===== src/rtl/imm_gen_stage.sv =====
// imm_gen_stage: pipelined RV32I immediate generator with a 2-entry skid buffer.
// The instruction is decoded as it arrives. The decoded immediate, format tag
// and illegal flag are stored in a main output register. A skid register
// catches one more entry while the output is stalled, so a stall costs no
// throughput.
// Ports:
//   i_clk, i_rst_n      clock (rising edge) and asynchronous active-low reset
//   i_valid/o_ready     upstream handshake; o_ready is registered
//   i_instr[31:0]       instruction word
//   o_valid/i_ready     downstream handshake
//   o_imm[XLEN-1:0]     sign-extended immediate
//   o_fmt[2:0]          0=R 1=I 2=S 3=B 4=U 5=J 7=none
//   o_illegal           opcode not recognised

// Sign extender: copies in[N-1] into bits M-1:N.
module signext #(
  parameter int N = 12,
  parameter int M = 32
) (
  input  logic [N-1:0] in,
  output logic [M-1:0] out
);
  if (M == N) begin : g_same
    assign out = in;
  end else begin : g_ext
    assign out = {{(M-N){in[N-1]}}, in};
  end
endmodule

module imm_gen_stage #(
  parameter int XLEN = 32
) (
  input  logic            i_clk,
  input  logic            i_rst_n,
  input  logic            i_valid,
  output logic            o_ready,
  input  logic [31:0]     i_instr,
  output logic            o_valid,
  input  logic            i_ready,
  output logic [XLEN-1:0] o_imm,
  output logic [2:0]      o_fmt,
  output logic            o_illegal
);
  localparam logic [1:0] EMPTY = 2'd0;
  localparam logic [1:0] ONE   = 2'd1;
  localparam logic [1:0] FULL  = 2'd2;

  typedef struct packed {
    logic [XLEN-1:0] imm;
    logic [2:0]      fmt;
    logic            ill;
  } ent_t;

  localparam ent_t RST_ENT = '{imm: '0, fmt: 3'd7, ill: 1'b0};

  logic [XLEN-1:0] sx_i, sx_s, sx_b, sx_u, sx_j;

  signext #(.N(12), .M(XLEN)) u_sx_i (.in(i_instr[31:20]), .out(sx_i));
  signext #(.N(12), .M(XLEN)) u_sx_s (.in({i_instr[31:25], i_instr[11:7]}), .out(sx_s));
  signext #(.N(13), .M(XLEN)) u_sx_b (
    .in({i_instr[31], i_instr[7], i_instr[30:25], i_instr[11:8], 1'b0}), .out(sx_b));
  signext #(.N(32), .M(XLEN)) u_sx_u (.in({i_instr[31:12], 12'b0}), .out(sx_u));
  signext #(.N(21), .M(XLEN)) u_sx_j (
    .in({i_instr[31], i_instr[19:12], i_instr[20], i_instr[30:21], 1'b0}), .out(sx_j));

  ent_t dec;

  always_comb begin
    dec = '{imm: '0, fmt: 3'd7, ill: 1'b1};
    case (i_instr[6:0])
      7'b0010011, 7'b0000011, 7'b1100111, 7'b1110011: dec = '{imm: sx_i, fmt: 3'd1, ill: 1'b0};
      7'b0100011:             dec = '{imm: sx_s, fmt: 3'd2, ill: 1'b0};
      7'b1100011:             dec = '{imm: sx_b, fmt: 3'd3, ill: 1'b0};
      7'b0110111, 7'b0010111: dec = '{imm: sx_u, fmt: 3'd4, ill: 1'b0};
      7'b1101111:             dec = '{imm: sx_j, fmt: 3'd5, ill: 1'b0};
      7'b0110011:             dec = '{imm: '0,   fmt: 3'd0, ill: 1'b0};
      default: ;
    endcase
  end

  logic [1:0] state, nxt;
  ent_t       main_q, skid_q;
  logic       in_xfer, out_xfer, ld_main, ld_skid, mv_skid;

  assign o_valid   = (state != EMPTY);
  assign in_xfer   = i_valid & o_ready;
  assign out_xfer  = o_valid & i_ready;
  assign o_imm     = main_q.imm;
  assign o_fmt     = main_q.fmt;
  assign o_illegal = main_q.ill;

  always_comb begin
    nxt     = state;
    ld_main = 1'b0;
    ld_skid = 1'b0;
    mv_skid = 1'b0;
    case (state)
      EMPTY: if (in_xfer) begin
        nxt     = ONE;
        ld_main = 1'b1;
      end
      ONE: begin
        if (in_xfer && out_xfer) ld_main = 1'b1;
        else if (in_xfer) begin
          nxt     = FULL;
          ld_skid = 1'b1;
        end else if (out_xfer) nxt = EMPTY;
      end
      FULL: if (out_xfer) begin
        nxt     = ONE;
        mv_skid = 1'b1;
      end
      default: nxt = EMPTY;
    endcase
  end

  always_ff @(posedge i_clk or negedge i_rst_n) begin
    if (!i_rst_n) begin
      state   <= EMPTY;
      main_q  <= RST_ENT;
      skid_q  <= RST_ENT;
      o_ready <= 1'b1;
    end else begin
      state   <= nxt;
      // Ready is registered from the next state so it never depends on i_ready.
      o_ready <= (nxt != FULL);
      if (ld_main)      main_q <= dec;
      else if (mv_skid) main_q <= skid_q;
      if (ld_skid)      skid_q <= dec;
    end
  end
endmodule


===== config.mk =====
export PLATFORM = sky130hd
export DESIGN_NAME = imm_gen_stage
export DESIGN_NICKNAME = d
export VERILOG_FILES = /design/src/rtl/imm_gen_stage.sv
export SDC_FILE = /design/constraint.sdc
export NUM_CORES = 1
export LEC_CHECK = 0
export ABC_AREA = 1
export BUFFER_PORTS_ARGS = -buffer_cell sky130_fd_sc_hd__buf_2
export CORE_MARGIN = 2
export CORE_UTILIZATION = 30
export DETAILED_ROUTE_END_ITERATION = 12
export PLACE_DENSITY = 0.52
export SYNTH_ARGS = -nofsm -noshare
export SYNTH_HDL_FRONTEND = slang
export SYNTH_SLANG_ARGS = --single-unit

===== constraint.sdc =====
create_clock -name i_clk -period 2.4 [get_ports i_clk]
set_input_delay 0.6 -clock i_clk [delete_from_list [all_inputs] [get_ports i_clk]]
set_output_delay 0.6 -clock i_clk [all_outputs]
set_load 0.1 [all_outputs]

Word level (Yosys, flattened, before mapping)
Cells that the tools add are included.

word-level totals
  flip-flop bits (word level) = 75
  input port bits = 36
  output and inout port bits = 38
  logic and storage cells = 45

cells by class
  equality and inequality tests = 13
  muxes and demuxes = 16
  bitwise operators = 2
  reductions and logical operators = 6

operator list
  cell                                                             number
  36-bit case mux with 6 select lines                              1
  36-bit two-way mux                                               2
  7-bit == test, second input constant                             4
  7-bit by 6-bit == test with 1-bit output, second input constant  3
  7-bit by 5-bit == test with 1-bit output, second input constant  2
  2-bit two-way mux                                                5
  7-bit by 2-bit == test with 1-bit output, second input constant  1
  1-bit two-way mux                                                6
  2-bit case mux with 3 select lines                               1
  2-bit nonzero test                                               2
  4-bit OR reduction                                               1
  1-bit bitwise AND                                                2
  2-bit by 1-bit == test with 1-bit output, second input constant  1
  2-bit == test, second input constant                             1
  2-bit logical NOT                                                1
  2-bit != test, second input constant                             1
  1-bit case mux with 2 select lines                               1
  2-bit OR reduction                                               1
  1-bit logical AND                                                1

Depth between registers and ports, before layout
Gate-level depths: netlist of run 1.

  depth after elaboration = 7
  depth in mapped cells = 10

Cells and area by module
A second synthesis of run 1 with hierarchy kept.

second synthesis, totals
  cell total of the unflattened synthesis = 881
  area, all modules = 5886.9 um^2

by module, submodules not included
  module         instances  cells each  area each (um^2)  seq. area each (um^2)
  imm_gen_stage  1          721         4685.7            1885.6
  signext        5          32          240.2             0.0

Worst setup path before layout of run 1
Ideal clock, no wire load.

  kind = reg2reg
  start = reg o_ready
  end = reg main_q (netlist bit o_imm[24])
  library setup time = 120 ps
  arrival time = 1773 ps
  data required time = 2280 ps
  path slack = 507 ps
  cell stages (with the launch flop) = 10
  buffers on the path = 2
  clock period less this slack = 1893 ps
  cells stage by stage = dfstp_2 nand3_2 nor2_4 inv_2 nand2_1 inv_2 buf_6 buf_6 nand2_1 nand2_1

between the ends
  word-level cells in the longest chain between the ends = 5

ends and longest elaborated chain
  what                                                             line  text
  start: declaration                                               36    output logic o_ready,
  start signal: assignment                                         126   o_ready <= (nxt != FULL);
  1-bit bitwise AND *                                              86    assign in_xfer = i_valid & o_ready;
  1-bit logical AND                                                103   if (in_xfer && out_xfer) ld_main = 1'b1;
  1-bit two-way mux                                                103
  1-bit case mux with 2 select lines *                             97    case (state)
  36-bit two-way mux / 2-bit nonzero test (equally long branches)  n/a
  end signal: assignment                                           128   else if (mv_skid) main_q <= skid_q;
  end: declaration                                                 82    ent_t main_q, skid_q;

Every way passes the cells marked *; elsewhere a longest branch is shown, timed or not.
A chain may end at the register's enable or synchronous reset.

Final worst setup path of run 1
  start = reg state[1]
  end = out o_valid

between the ends
  word-level cells in the longest chain between the ends = 1

ends and longest elaborated chain
  what                      line  text
  start: declaration        81    logic [1:0] state, nxt;
  start signal: assignment  124   state <= nxt;
  2-bit nonzero test        85    assign o_valid = (state != EMPTY);
  end: declaration          38    output logic o_valid,

Every way passes these cells.

==> out/metrics.csv, run 1 <==
metric,value,unit
initial_core_util,0.308,
synth_flop_cell,dfrtp_1,
wl_per_cell,12.9,um
tightest_slew,495,ps
vias_per_cell,4.52,
synth_top_area_share,0.413,
antenna_found_initial,0,
p_leak,0.00272,uW
synthSimpleGateAreaFrac,0.361,
cts_tree,done,
cp.required,1800,ps
clk_latency,340,ps
grt_pass1_vias,3516,
syn-cell-area,0.00412,mm2
critPathLaunchType,flop,
ys_types,26,
crit_fanout,5,
grt_max_degree,48,
grt_pass1_wl,17500,um
die_y,121,um
yosys_warnings,0,
synth_compound_area_frac,0.0817,
ctsResizeCount,0,
synth_area_per_cell,7.16,um2
ant_nets,0,
syn-num-nets,611,
r2r_cells,5,
die_w,121,um
grt.total_usage,0.153,
first_pass_iters,4,
setup_viol_count_final,0,
rsz0062_at_grt,false,
syn_inst,575,
layout_min_cycle_time,1930,ps
diodes,0,
arrival,1330,ps
synthArstFlopShare,1.00,
reg2reg_to,skid_q[10]$_DFFE_PN0P_,
drive_above_1_share,0.209,
hold_buffers,0,
critical_path_class,reg2out,
coreArea,0.0133,mm2
clk_path_buf_depth,2,
cts-root-buf,clkbuf_16,
ys_seq_area_frac,0.458,
nNetsFinal,677,
clk_pin_slew,60,ps
cts_setup_buffers,0,
synth_edf_count,0,
synthTopCellsByCount,"nand2_1 (197), nor2_1 (82), dfrtp_1 (68)",
yosysMostFrequentCell,nand2_1,
cts_htree_levels,3,
power.total,7340,uW
drc,0,
muxShareOfSynthArea,0,
syn_to_final_growth,20.4,%
synth-xor-area-share,0,
cts.sinks,75,
p_per_area,1480,mW/mm2
hold_class,in2async,
final.period_utilization,0.805,
drv_slew,0,
drt_iter0_drc,155,
grt.overflow.total,0,
finalHoldViolCount,0,
netlist_top_cells_area,"dfrtp_1 (41%), nand2_1 (18%), nor2_1 (7.5%)",
synth_top_area_cell,dfrtp_1,
io_buffers,73,
drv_cap,0,
fmax,518,MHz
synthAdderAreaFrac,0,
dp_hpwl,7480,um
wirelength,10600,um
synth_top_family_by_area,simple AND/OR/NAND/NOR gates,
finClkSkew,7.42,ps
reg2reg_slack,730,ps
cts_buffers,9,
rows,42,
synth-seq-cells,75,
io_pins,74,
die-area,0.0147,mm2
finalSetupTns,0,ps
crit_path_end_kind,primary output,
routed-via-count,3717,
vdd_ir_drop_max,0.000881,V
gp_congestion,0.790,
maxSlewHeadroom,0.670,
status,finished clean,
reg2reg_from,o_ready$_DFF_PN1_,
finalHoldWorstSlack,178,ps
## power breakdown
group | internal (uW) | switching [uW]
Sequential | 1750 | 240
Clock | 914 | 540
Combinational | 682 | 3210
## placed cells by master, fill, tap and decap left out, types with 8 or more instances in the layout
master / count
a31oi_1: 9
buf_2: 72
buf_4: 8
clkbuf_16: 9
dfrtp_1: 68
inv_1: 53
inv_2: 9
nand2_1: 197
nand2_2: 9
nand3_1: 44
nor2_1: 82
o21ai_0: 30
o21ai_1: 22
## stage by stage
stage               utilization  cell area, um2  std cells  setup WS, ps
floorplan                     -            4120        575           507
global placement          0.348            4640        806           442
detailed placement        0.348            4640        806           408
CTS                       0.372            4960        822           446
global route              0.372            4960        822           403
finish                    0.372            4960        822           468
## layer usage
layer  wire length (um)  up-vias  global-route usage
li1                   -     1911                   -
met1               5080     1721               0.203
met2               4850       75               0.248
met3                516       10              0.0399
met4                122        0              0.0409
met5                  0        -                   0
## worst max-delay path by stage
stage | startpoint | end | slack, ps
after floorplan | o_ready$_DFF_PN1_ | o_imm[24]$_DFFE_PN0P_ | 510
after global placement | i_instr[1] | o_imm[8]$_DFFE_PN0P_ | 440
after detailed placement | i_instr[1] | o_imm[9]$_DFFE_PN0P_ | 410
after CTS | state[1]$_DFF_PN0_ | o_valid | 450
after global routing | state[1]$_DFF_PN0_ | o_valid | 400
final | state[1]$_DFF_PN0_ | o_valid | 470
## cells by family after synthesis
| logic type | count (synthesis) |
|---|---|
| buffers and inverters | 90 |
| and+or+nand+nor | 346 |
| AOI/OAI and AO/OA | 64 |
| DFF | 75 |
## final cells by class
type                    count  area (um2)
clock buffers              10         229
clock inverters             6        90.1
fillers                  1441        8390
inverters                  62         233
multi-input cells         410        1820
flip-flops and latches     75        1890
well taps                 176         220
repair buffers             83         480
## registers in the layout (all words and copies together) (netlist names)
signal,count
o_imm,32
o_ready,1
state,2
o_illegal,1
o_fmt,3
skid_q,36
## worst max-delay path, cell delays in order, from the launching register on
cell     delay [ps]
dfrtp_1         430
nor2_1           70
inv_1            70
buf_2           420
Note: power is estimated with default switching activity, not from simulation.
==> inputs of run 2 (changes only) <==
==> constraint.sdc (replaced) <==
create_clock -name i_clk -period 1.9 [get_ports i_clk]
set_input_delay 0.475 -clock i_clk [delete_from_list [all_inputs] [get_ports i_clk]]
set_output_delay 0.475 -clock i_clk [all_outputs]
set_load 0.1 [all_outputs]
==> run 2 against run 1 <==
Critical path type unchanged. Hold slack got worse by 110 ps. Via count rose by 1.1%. Critical path depth did not move. Total power grew 25%. Wire length grew 3.1%.
==> out/metrics.csv, run 2 (synthesis results as in run 1) <==
metric,value,unit,change
clk_path_buf_depth,2,,unchanged
layout_min_cycle_time,1790,ps,
grt_pass1_wl,18100,um,+3.2%
top_register,skid_q,,
setup_viol_count_final,0,,unchanged
cts_tree,done,,
drive_above_1_share,0.215,,+0.00608
die-area,0.0147,mm2,unchanged
vdd_ir_drop_max,0.00133,V,+50%
fill_cells,1403,,-2.6%
layout_common_cells,"nand2_1 (197), nor2_1 (82), buf_2 (72)",,
power.total,9190,uW,+25%
vias_per_cell,4.55,,+0.52%
coreArea,0.0133,mm2,unchanged
p_per_area,1830,mW/mm2,+24%
ctsResizeCount,0,,unchanged
cts_buffers,9,,unchanged
finalSetupTns,0,ps,unchanged
rows,42,,unchanged
cp.required,1420,ps,-380 ps
grt_max_degree,43,,-10%
io_pins,74,,unchanged
final_core_util,0.376,,+0.00478
wirelength,10900,um,+3.1%
drv_slew,0,,unchanged
clk_pin_slew,60,ps,about the same
top_usage_layer,met2,,
grtUsageMet3,0.0367,,-0.00329
p_leak,0.00275,uW,+1.3%
layout_commonest_cell,nand2_1,,
ant_nets,0,,unchanged
largest_reg_flops,36,,unchanged
routed-via-count,3759,,+1.1%
grt.total_usage,0.157,,+0.00379
tightest_slew,501,ps,+6.70 ps
finalHoldWorstSlack,68.1,ps,-110 ps
die_y,121,um,unchanged
hold_class,in2async,,
final.period_utilization,0.942,,
arrival,1310,ps,-20 ps
die_w,121,um,unchanged
gp_congestion,0.817,,+3.3%
cts.sinks,75,,unchanged
fmax,559,MHz,
initial_core_util,0.308,,unchanged
antenna_found_initial,0,,unchanged
first_pass_iters,7,,+3
cts_htree_levels,3,,unchanged
io_buffers,73,,unchanged
drc,0,,unchanged
wl_per_cell,13.2,um,+2.5%
syn_to_final_growth,22.0,%,
status,finished clean,,
cts_setup_buffers,0,,unchanged
met1_usage,0.210,,+0.00640
crit_path_end_kind,primary output,,
rsz0062_at_grt,false,,
clk_latency,340,ps,about the same
dp_hpwl,7690,um,+2.9%
grt_pass1_vias,3598,,+2.3%
finClkSkew,5.17,ps,-2.25 ps
grt.met2_usage,0.254,,+0.00632
finalHoldViolCount,0,,unchanged
critical_path_class,reg2out,,
maxSlewHeadroom,0.668,,-0.00138
nNetsFinal,682,,+0.74%
diodes,0,,unchanged
grt.overflow.total,0,,unchanged
cts-root-buf,clkbuf_16,,
crit_fanout,5,,unchanged
drv_cap,0,,unchanged
drt_iter0_drc,221,,+43%
hold_buffers,0,,unchanged
critPathLaunchType,flop,,
==> run 2: cell types whose count changed in the layout (fill, tap and decap cells not counted) <==
cell and change:
clkinv_2 +2, inv_6 -1, buf_12 +4, bufinv_16 -1, buf_4 +1, clkinv_4 -1
clkbuf_8 +1
==> run 2: worst max-delay path, stage by stage, from the launching register on <==
cell,delay (ps)
dfrtp_1,420
nor2_1,70
inv_1,70
buf_2,420
==> run 2: area by class of cell <==
type                            instances  area, um2  share of cell area
Tap cell                              176        220              0.0438
Clock buffer                           11        243              0.0483
Sequential cell                        75       1890               0.375
Clock inverter                          5       52.6              0.0105
Timing Repair Buffer                   88        568               0.113
Multi-Input combinational cell        410       1820               0.363
Inverter                               62        233              0.0463
==> run 2: report_power, final <==
group / total (uW) / leakage (uW) / internal (uW) / switching (uW)
combinational: 4960 / 0.00166 / 893 / 4060
clock: 1710 / 0.000145 / 1050 / 665
sequential: 2520 / 0.000945 / 2210 / 310
==> run 2: per-stage QoR <==
stage               worst slack, ps  instances  instance area (um2)
floorplan                      6.88        575                 4120
global placement               5.58        811                 4730
detailed placement            -24.4        811                 4730
CTS                            86.7        827                 5020
global route                   52.4        827                 5020
finish                          110        827                 5020
==> run 2: path summary, 6_finish.rpt <==
path	start	to	slack, ps	depth (start not counted)
worst min-delay path	i_rst_n	o_imm[1]$_DFFE_PN0P_	70	1
max in group asynchronous	i_rst_n	o_fmt[1]$_DFFE_PN1P_	1250	2
worst max register to register	o_ready$_DFF_PN1_	skid_q[15]$_DFFE_PN0P_	370	5
worst max-delay path	state[1]$_DFF_PN0_	o_valid	110	3
worst min register to register	o_imm[8]$_DFFE_PN0P_	o_imm[8]$_DFFE_PN0P_	470	2
min in group i_clk	i_instr[28]	skid_q[12]$_DFFE_PN0P_	430	3
==> run 2: metal layers <==
layer,up-vias,part of all wire
met5,-,0
met4,0,0.012
met1,1743,0.48
met3,9,0.049
met2,83,0.46
li1,1924,-
